<file path="config.mk">
export PLATFORM = sky130hd
export DESIGN_NAME = capture_sequencer
export DESIGN_NICKNAME = d
export VERILOG_FILES = /design/src/rtl/capture_sequencer_pkg.sv /design/src/rtl/capture_sequencer_holdoff_timer.sv /design/src/rtl/capture_sequencer.sv
export SDC_FILE = /design/constraint.sdc
export NUM_CORES = 1
export LEC_CHECK = 0
export CAP_MARGIN = 25
export CORE_MARGIN = 8
export CORE_UTILIZATION = 30
export CTS_CLUSTER_DIAMETER = 50
export CTS_CLUSTER_SIZE = 40
export DETAILED_ROUTE_END_ITERATION = 10
export GPL_ROUTABILITY_DRIVEN = 0
export PLACE_DENSITY_LB_ADDON = 0.05
export SYNTH_ARGS = -nofsm -noshare
export SYNTH_HDL_FRONTEND = slang
export SYNTH_HIERARCHICAL = 1
export SYNTH_SLANG_ARGS = --single-unit
</file>
<file path="constraint.sdc">
create_clock -name clk -period 2.1 [get_ports clk]
set_input_delay 0.42 -clock clk [delete_from_list [all_inputs] [get_ports clk]]
set_output_delay 0.42 -clock clk [all_outputs]
set_load 0.01 [all_outputs]
</file>
<file path="src/rtl/capture_sequencer_pkg.sv">
`default_nettype none
// ============================================================================
// Module      : capture_sequencer_pkg
// Description : Shared holdoff width and state encodings for the capture
//               sequencer and its neighbouring trigger/stop logic.
// Revision    : 1.0 - initial release
// ============================================================================
`ifndef HOLDOFF_WIDTH
`define HOLDOFF_WIDTH 8
`endif
`ifndef CS_IDLE
`define CS_IDLE    3'd0
`define CS_FILL    3'd1
`define CS_PRIMED  3'd2
`define CS_HOLDOFF 3'd3
`define CS_STOPPED 3'd4
`define CS_READOUT 3'd5
`endif

package capture_sequencer_pkg;

    localparam int C_HOLDOFF_WIDTH = `HOLDOFF_WIDTH;

    typedef enum logic [2:0] {
        ST_IDLE    = `CS_IDLE,
        ST_FILL    = `CS_FILL,
        ST_PRIMED  = `CS_PRIMED,
        ST_HOLDOFF = `CS_HOLDOFF,
        ST_STOPPED = `CS_STOPPED,
        ST_READOUT = `CS_READOUT
    } cs_state_t;

endpackage
`default_nettype wire

</file>
<file path="src/rtl/capture_sequencer_holdoff_timer.sv">
`default_nettype none
// ============================================================================
// Module      : holdoff_timer
// Description : Latches a post-trigger sample limit saturated to DEPTH-1 and
//               counts qualified samples until the limit is reached.
// Revision    : 1.0 - initial release
// ============================================================================
module holdoff_timer #(
    parameter int ADDR_WIDTH    = 4,
    parameter int HOLDOFF_WIDTH = 8
) (
    input  logic                     clk,
    input  logic                     reset,
    input  logic                     load,
    input  logic                     inc,
    input  logic [HOLDOFF_WIDTH-1:0] limit,
    output logic                     done
);

    localparam int C_MAX = (2**ADDR_WIDTH) - 1;

    logic [ADDR_WIDTH-1:0] r_limit;
    logic [ADDR_WIDTH-1:0] r_count;
    logic [ADDR_WIDTH-1:0] w_sat_limit;

    // Saturating at DEPTH-1 keeps the writer from lapping the trigger sample
    assign w_sat_limit = (32'(limit) > 32'(C_MAX)) ? ADDR_WIDTH'(C_MAX)
                                                   : ADDR_WIDTH'(limit);

    always_ff @(posedge clk or negedge reset) begin
        if (!reset) begin
            r_limit <= '0;
            r_count <= '0;
        end else if (load) begin
            r_limit <= w_sat_limit;
            r_count <= '0;
        end else if (inc) begin
            r_count <= r_count + 1'b1;
        end
    end

    assign done = (r_count == r_limit);

endmodule
`default_nettype wire

</file>
<file path="src/rtl/capture_sequencer.sv">
`default_nettype none
// ============================================================================
// Module      : capture_sequencer
// Description : Logic analyzer capture controller: fill, prime, trigger,
//               holdoff, stop and oldest-first readout of the sample RAM.
// Revision    : 1.0 - initial release
// ============================================================================
module capture_sequencer
    import capture_sequencer_pkg::*;
#(
    parameter int ADDR_WIDTH    = 4,
    parameter int HOLDOFF_WIDTH = C_HOLDOFF_WIDTH
) (
    input  logic                     clk,
    input  logic                     reset,
    input  logic                     i_arm,
    input  logic                     i_abort,
    input  logic                     i_sample_valid,
    input  logic                     i_trigger,
    input  logic [HOLDOFF_WIDTH-1:0] i_holdoff,
    input  logic                     i_rd_start,
    input  logic                     i_rd_ready,
    output logic                     o_mem_we,
    output logic [ADDR_WIDTH-1:0]    o_mem_waddr,
    output logic [ADDR_WIDTH-1:0]    o_rd_addr,
    output logic                     o_rd_valid,
    output logic                     o_rd_last,
    output logic                     o_primed,
    output logic                     o_stopped,
    output logic [ADDR_WIDTH-1:0]    o_trigger_addr,
    output logic [2:0]               o_state
);

    localparam int                    C_DEPTH     = 2**ADDR_WIDTH;
    localparam logic [ADDR_WIDTH-1:0] C_RD_LAST   = ADDR_WIDTH'(C_DEPTH - 1);
    localparam logic [ADDR_WIDTH:0]   C_FILL_LAST = (ADDR_WIDTH+1)'(C_DEPTH - 1);

    cs_state_t             r_state;
    cs_state_t             w_state;
    logic [ADDR_WIDTH-1:0] r_waddr;
    logic [ADDR_WIDTH-1:0] r_rd_addr;
    logic [ADDR_WIDTH-1:0] r_rd_cnt;
    logic [ADDR_WIDTH-1:0] r_trigger_addr;
    logic [ADDR_WIDTH:0]   r_fill;
    logic                  w_we;
    logic                  w_hold_load;
    logic                  w_hold_inc;
    logic                  w_hold_done;

    // Unused encodings fold back to IDLE so the FSM always recovers
    always_comb begin
        w_state = ST_IDLE;
        case (r_state)
            ST_FILL, ST_PRIMED, ST_HOLDOFF, ST_STOPPED, ST_READOUT: w_state = r_state;
            default: w_state = ST_IDLE;
        endcase
    end

    always_comb begin
        w_we = 1'b0;
        if (!i_abort && i_sample_valid) begin
            case (w_state)
                ST_FILL, ST_PRIMED: w_we = 1'b1;
                ST_HOLDOFF:         w_we = !w_hold_done;
                default:            w_we = 1'b0;
            endcase
        end
    end

    assign w_hold_load = !i_abort && (w_state == ST_PRIMED) && i_sample_valid && i_trigger;
    assign w_hold_inc  = (w_state == ST_HOLDOFF) && w_we;

    holdoff_timer #(
        .ADDR_WIDTH    (ADDR_WIDTH),
        .HOLDOFF_WIDTH (HOLDOFF_WIDTH)
    ) u_holdoff_timer (
        .clk   (clk),
        .reset (reset),
        .load  (w_hold_load),
        .inc   (w_hold_inc),
        .limit (i_holdoff),
        .done  (w_hold_done)
    );

    always_ff @(posedge clk or negedge reset) begin
        if (!reset) begin
            r_state        <= ST_IDLE;
            r_waddr        <= '0;
            r_rd_addr      <= '0;
            r_rd_cnt       <= '0;
            r_trigger_addr <= '0;
            r_fill         <= '0;
        end else begin
            if (w_we)
                r_waddr <= r_waddr + 1'b1;

            if (i_abort) begin
                r_state <= ST_IDLE;
            end else begin
                case (w_state)
                    ST_IDLE: begin
                        if (i_arm) begin
                            r_state <= ST_FILL;
                            r_waddr <= '0;
                            r_fill  <= '0;
                        end
                    end
                    ST_FILL: begin
                        if (w_we) begin
                            r_fill <= r_fill + 1'b1;
                            if (r_fill == C_FILL_LAST)
                                r_state <= ST_PRIMED;
                        end
                    end
                    ST_PRIMED: begin
                        if (w_hold_load) begin
                            r_trigger_addr <= r_waddr;
                            r_state        <= ST_HOLDOFF;
                        end
                    end
                    ST_HOLDOFF: begin
                        if (w_hold_done)
                            r_state <= ST_STOPPED;
                    end
                    ST_STOPPED: begin
                        if (i_arm) begin
                            r_state <= ST_FILL;
                            r_waddr <= '0;
                            r_fill  <= '0;
                        end else if (i_rd_start) begin
                            r_state   <= ST_READOUT;
                            r_rd_addr <= r_waddr;
                            r_rd_cnt  <= '0;
                        end
                    end
                    ST_READOUT: begin
                        if (i_rd_ready) begin
                            r_rd_addr <= r_rd_addr + 1'b1;
                            r_rd_cnt  <= r_rd_cnt + 1'b1;
                            if (r_rd_cnt == C_RD_LAST)
                                r_state <= ST_IDLE;
                        end
                    end
                    default: r_state <= ST_IDLE;
                endcase
            end
        end
    end

    assign o_mem_we       = w_we;
    assign o_mem_waddr    = r_waddr;
    assign o_rd_addr      = r_rd_addr;
    assign o_rd_valid     = (w_state == ST_READOUT);
    assign o_rd_last      = (w_state == ST_READOUT) && (r_rd_cnt == C_RD_LAST);
    assign o_primed       = (w_state == ST_PRIMED) || (w_state == ST_HOLDOFF);
    assign o_stopped      = (w_state == ST_STOPPED) || (w_state == ST_READOUT);
    assign o_trigger_addr = r_trigger_addr;
    assign o_state        = w_state;

endmodule
`default_nettype wire

</file>
==> impl_results.md <==
- End of the critical path: o_mem_we
- Largest family of logic cells by synthesized area: simple AND/OR/NAND/NOR gates
- Pwr dens: between 1000 and 1500 nW/um^2
- Slew headroom: 0.7116
- Worst R2R End: u_holdoff_timer/r_count[2]
- Cell mode on critical path: nor4_4
- GR Util All Layers: 0.1119
- Synth top area cells: dfrtp_1 (45%), nor2_1 (5.7%), ha_1 (4.2%), xor2_1 (4.0%), nand3_1 (3.7%)
- Worst hold path depth: 1
- Register-to-Register Path Depth: 9
- Clock transition at the registers of the reported paths: 0.07 ns
- Initial DRC count: 36
- Required time of the worst setup path: 1.68 ns
- Die Width: between 90 and 100 um
- Combinational power share: 0.449
- Sequential share of power: 0.340
- Clock power frac: 0.212
- Crit-path max FO: 2
- Post-synthesis simple-gate area fraction: 0.2294
- Netlist cell types: 43
- CP Depth: 5
- Worst setup path class: flip-flop to output pin
- R2r setup slk: roughly 0.080 ns
- Mapped Nets: 208
- N_diodes: 0
- Critical Path Start Type: flip-flop
- Fin crit share: 0.9715
- Fin crit period: about 2.0 ns
- Maximum clock rate: 490.2 MHz
- Initial Util: 0.3049
- Switching share of total power: 0.3567
- Maximum vdd drop: 430.3 uV
- Num CTS Buffers: 5
- Post-synth top area share: 0.4517
- Xor and xnor area share after synthesis: 0.05928
- CP Cell Sequence: xor2_2, nor4_4, and3_4, nor4_4, buf_2
- Drt drc: 0
- Mapped Area: between 1500 and 2000 um^2
- Post-synth EDFFs: 0
- Hold buffers post-CTS: 0
- Vias per cell: around 4.7
- Routed wire length: between 4000 and 5000 um
- Worst path top cell family by delay: simple AND/OR/NAND/NOR gates
- Slowest stage delay, CP: around 0.4 ns
- IO Pins: 36
- Std-Cell Rows: 28
- Max-slew violation count: 0
- Critical path launch point: u_holdoff_timer/r_limit[1]
- Area leader, netlist: dfrtp_1
- Top_reg_cell synth: dfrtp_1
- Worst Tran Pin Value: roughly 0.43 ns
- Syn Area/Cell: approximately 9.5 um^2
- Pleak: 1.183 nW
- Maxcap violations: 0
- Mux share of post-synthesis cell area: 0.05434
- First-pass GRT wire length: just under 8000 um
- Share of cells above drive strength 1: 0.2520
- Number of synthesized register bits: 32
- Sequential area share after synthesis: 0.4517
- Worst r2r src: u_holdoff_timer/r_limit[1]
- Critical Path AT: 1.62 ns
- Area occupied by multi-input gates: ~950 um^2
- Crit end category: output pin
- DR WL/cell: between 10 and 15 um
- CP Buf/Inv Count: 1
- Psw: slightly below 1 mW
- Vias in the first global route: about 1.6k
- Layout Skew: ~0.0052 ns
- Vias: around 1.5k
- Grt ovf: 0
- Setup violators final: 0
- Critical-path top delay cell: dfrtp_1
- RSZ-0062 raised after global routing: true
- Final Hold Vio Count: 0
- I/O Buffers: 35
- Outcome: finished clean
- WHS: between 0.5 and 0.6 ns
- Setup TNS: 0 ns
- CTS max path bufs: 2
- Htree depth: 2
- Antenna violations before repair: 0
- Async SR Flop Fraction: 1.000
- Clock Latency Late Sink: around 0.28 ns
- Antenna Nets Post-Route: 0
- DP Wirelength: approximately 3400 um
- CTS root buffer: clkbuf_8
- Clock sink count: 32
- Adder-cell share of the synthesized area: 0.04234
- Die area: approximately 8600 um^2
- Post-layout util: 0.4434
- CTS tree: yes
- Core region area: 5816 um^2
- Final Net Count: between 200 and 300
- DRT Pass-1 Iters: 4
- Worst min path class: flip-flop to flip-flop
- Synthesized instance count: between 150 and 200
- Register area: around 800 um^2
- Yosys Warn Count: 6
- FILL cells: slightly below 600
- Synthesis-to-layout area growth: 45.45%
- Cell internal pwr: about 1.8 mW
- Largest net degree at the start of global routing: 33
- Post-synthesis compound-gate area fraction: 0.1143
- Die Span Y: slightly above 90 um
## Yosys cell counts (3+ instances only)
master	count
dfrtp_1	32
nor2_1	27
nand3_1	13
nand2_1	12
inv_1	11
a21oi_1	8
xor2_1	8
a31oi_1	6
ha_1	6
mux2_2	4
mux2i_1	4
nand4_1	4
nor2b_1	4
o21ai_0	4
xnor2_1	4
and3_1	3
buf_2	3
o211ai_1	3
## layout by cell type (no fill, tap or decap), drive strengths merged, types with 5 or more instances in the layout
| master | n |
|---|---|
| nand2 | 12 |
| a21oi | 9 |
| mux2 | 5 |
| clkdlybuf4s50 | 30 |
| a31oi | 6 |
| buf | 32 |
| xor2 | 8 |
| clkbuf | 6 |
| nor2 | 27 |
| nand3 | 13 |
| dfrtp | 32 |
| inv | 12 |
| ha | 6 |
## power by group through the flow
| stage | clock (mW) | sequential (mW) | combinational (mW) |
|---|---|---|---|
| final | 0.582 | 0.933 | 1.23 |
| after global routing | 0.631 | 0.955 | 1.37 |
| after CTS | 0.606 | 0.926 | 1.18 |
| after detailed placement | 0 | 0.940 | 1.14 |
| after global placement | 0 | 0.933 | 1.13 |
| after floorplan | 0 | 0.921 | 0.601 |
## cells by family (layout without fill, tap and decap cells)
logic type | after synthesis | in the layout
AND/OR/NAND/NOR | 78 | 78
flip-flops | 32 | 32
AO/OA/AOI/OAI | 30 | 30
buffers and inverters | 19 | 87
XOR/XNOR | 12 | 12
multiplexers | 9 | 9
adder cells (fa/ha/maj) | 6 | 6
## registers in the layout (all words and copies together) (netlist names)
register,count
u_holdoff_timer/r_limit,4
o_mem_waddr,4
r_rd_cnt,4
r_state,3
o_rd_addr,4
u_holdoff_timer/r_count,4
o_trigger_addr,4
r_fill,5
## metal layers
| metal | part of all wire | global-route usage |
|---|---|---|
| met1 | 0.46 | 0.1335 |
| met2 | 0.48 | 0.1846 |
| met3 | 0.038 | 0.03236 |
| met4 | 0.015 | 0.04430 |
| met5 | 0 | 0 |
## worst min path at each step
stage	startpoint	to	slack [ns]
final	r_rd_cnt[0]	r_rd_cnt[0]	0.51
after global routing	r_rd_cnt[0]	r_rd_cnt[0]	0.53
after detailed placement	o_trigger_addr[0]	o_trigger_addr[0]	0.49
after global placement	r_fill[4]	r_fill[4]	0.49
after CTS	o_trigger_addr[0]	o_trigger_addr[0]	0.51
after floorplan	reset	o_mem_waddr[0]	0.12
## repair_timing
| item | in CTS | in global routing |
|---|---|---|
| buffers inserted | 5 | 2 |
| resized for setup | 16 | 5 |
| pin swaps | 7 | 3 |
| setup endpoints to repair | 10 | 5 |
## layout make-up
cell class,count,share of cell area
Timing Repair Buffer,66,0.2237
Clock inverter,2,0.01359
Inverter,13,0.01892
Tap cell,75,0.03639
Sequential cell,32,0.3115
Multi-Input combinational cell,135,0.3678
Clock buffer,6,0.02814
## stage by stage
stage	std cells	total power, mW	instance area (um^2)	setup slack [ns]
after detailed placement	316	2.080	2375	-0.3348
after CTS	327	2.713	2525	0.009605
after global routing	329	2.957	2579	-0.03076
after floorplan	186	1.522	1773	0.02580
after global placement	316	2.059	2375	-0.3449
final	329	2.749	2579	0.05991
(Power assumes the default switching activity.)
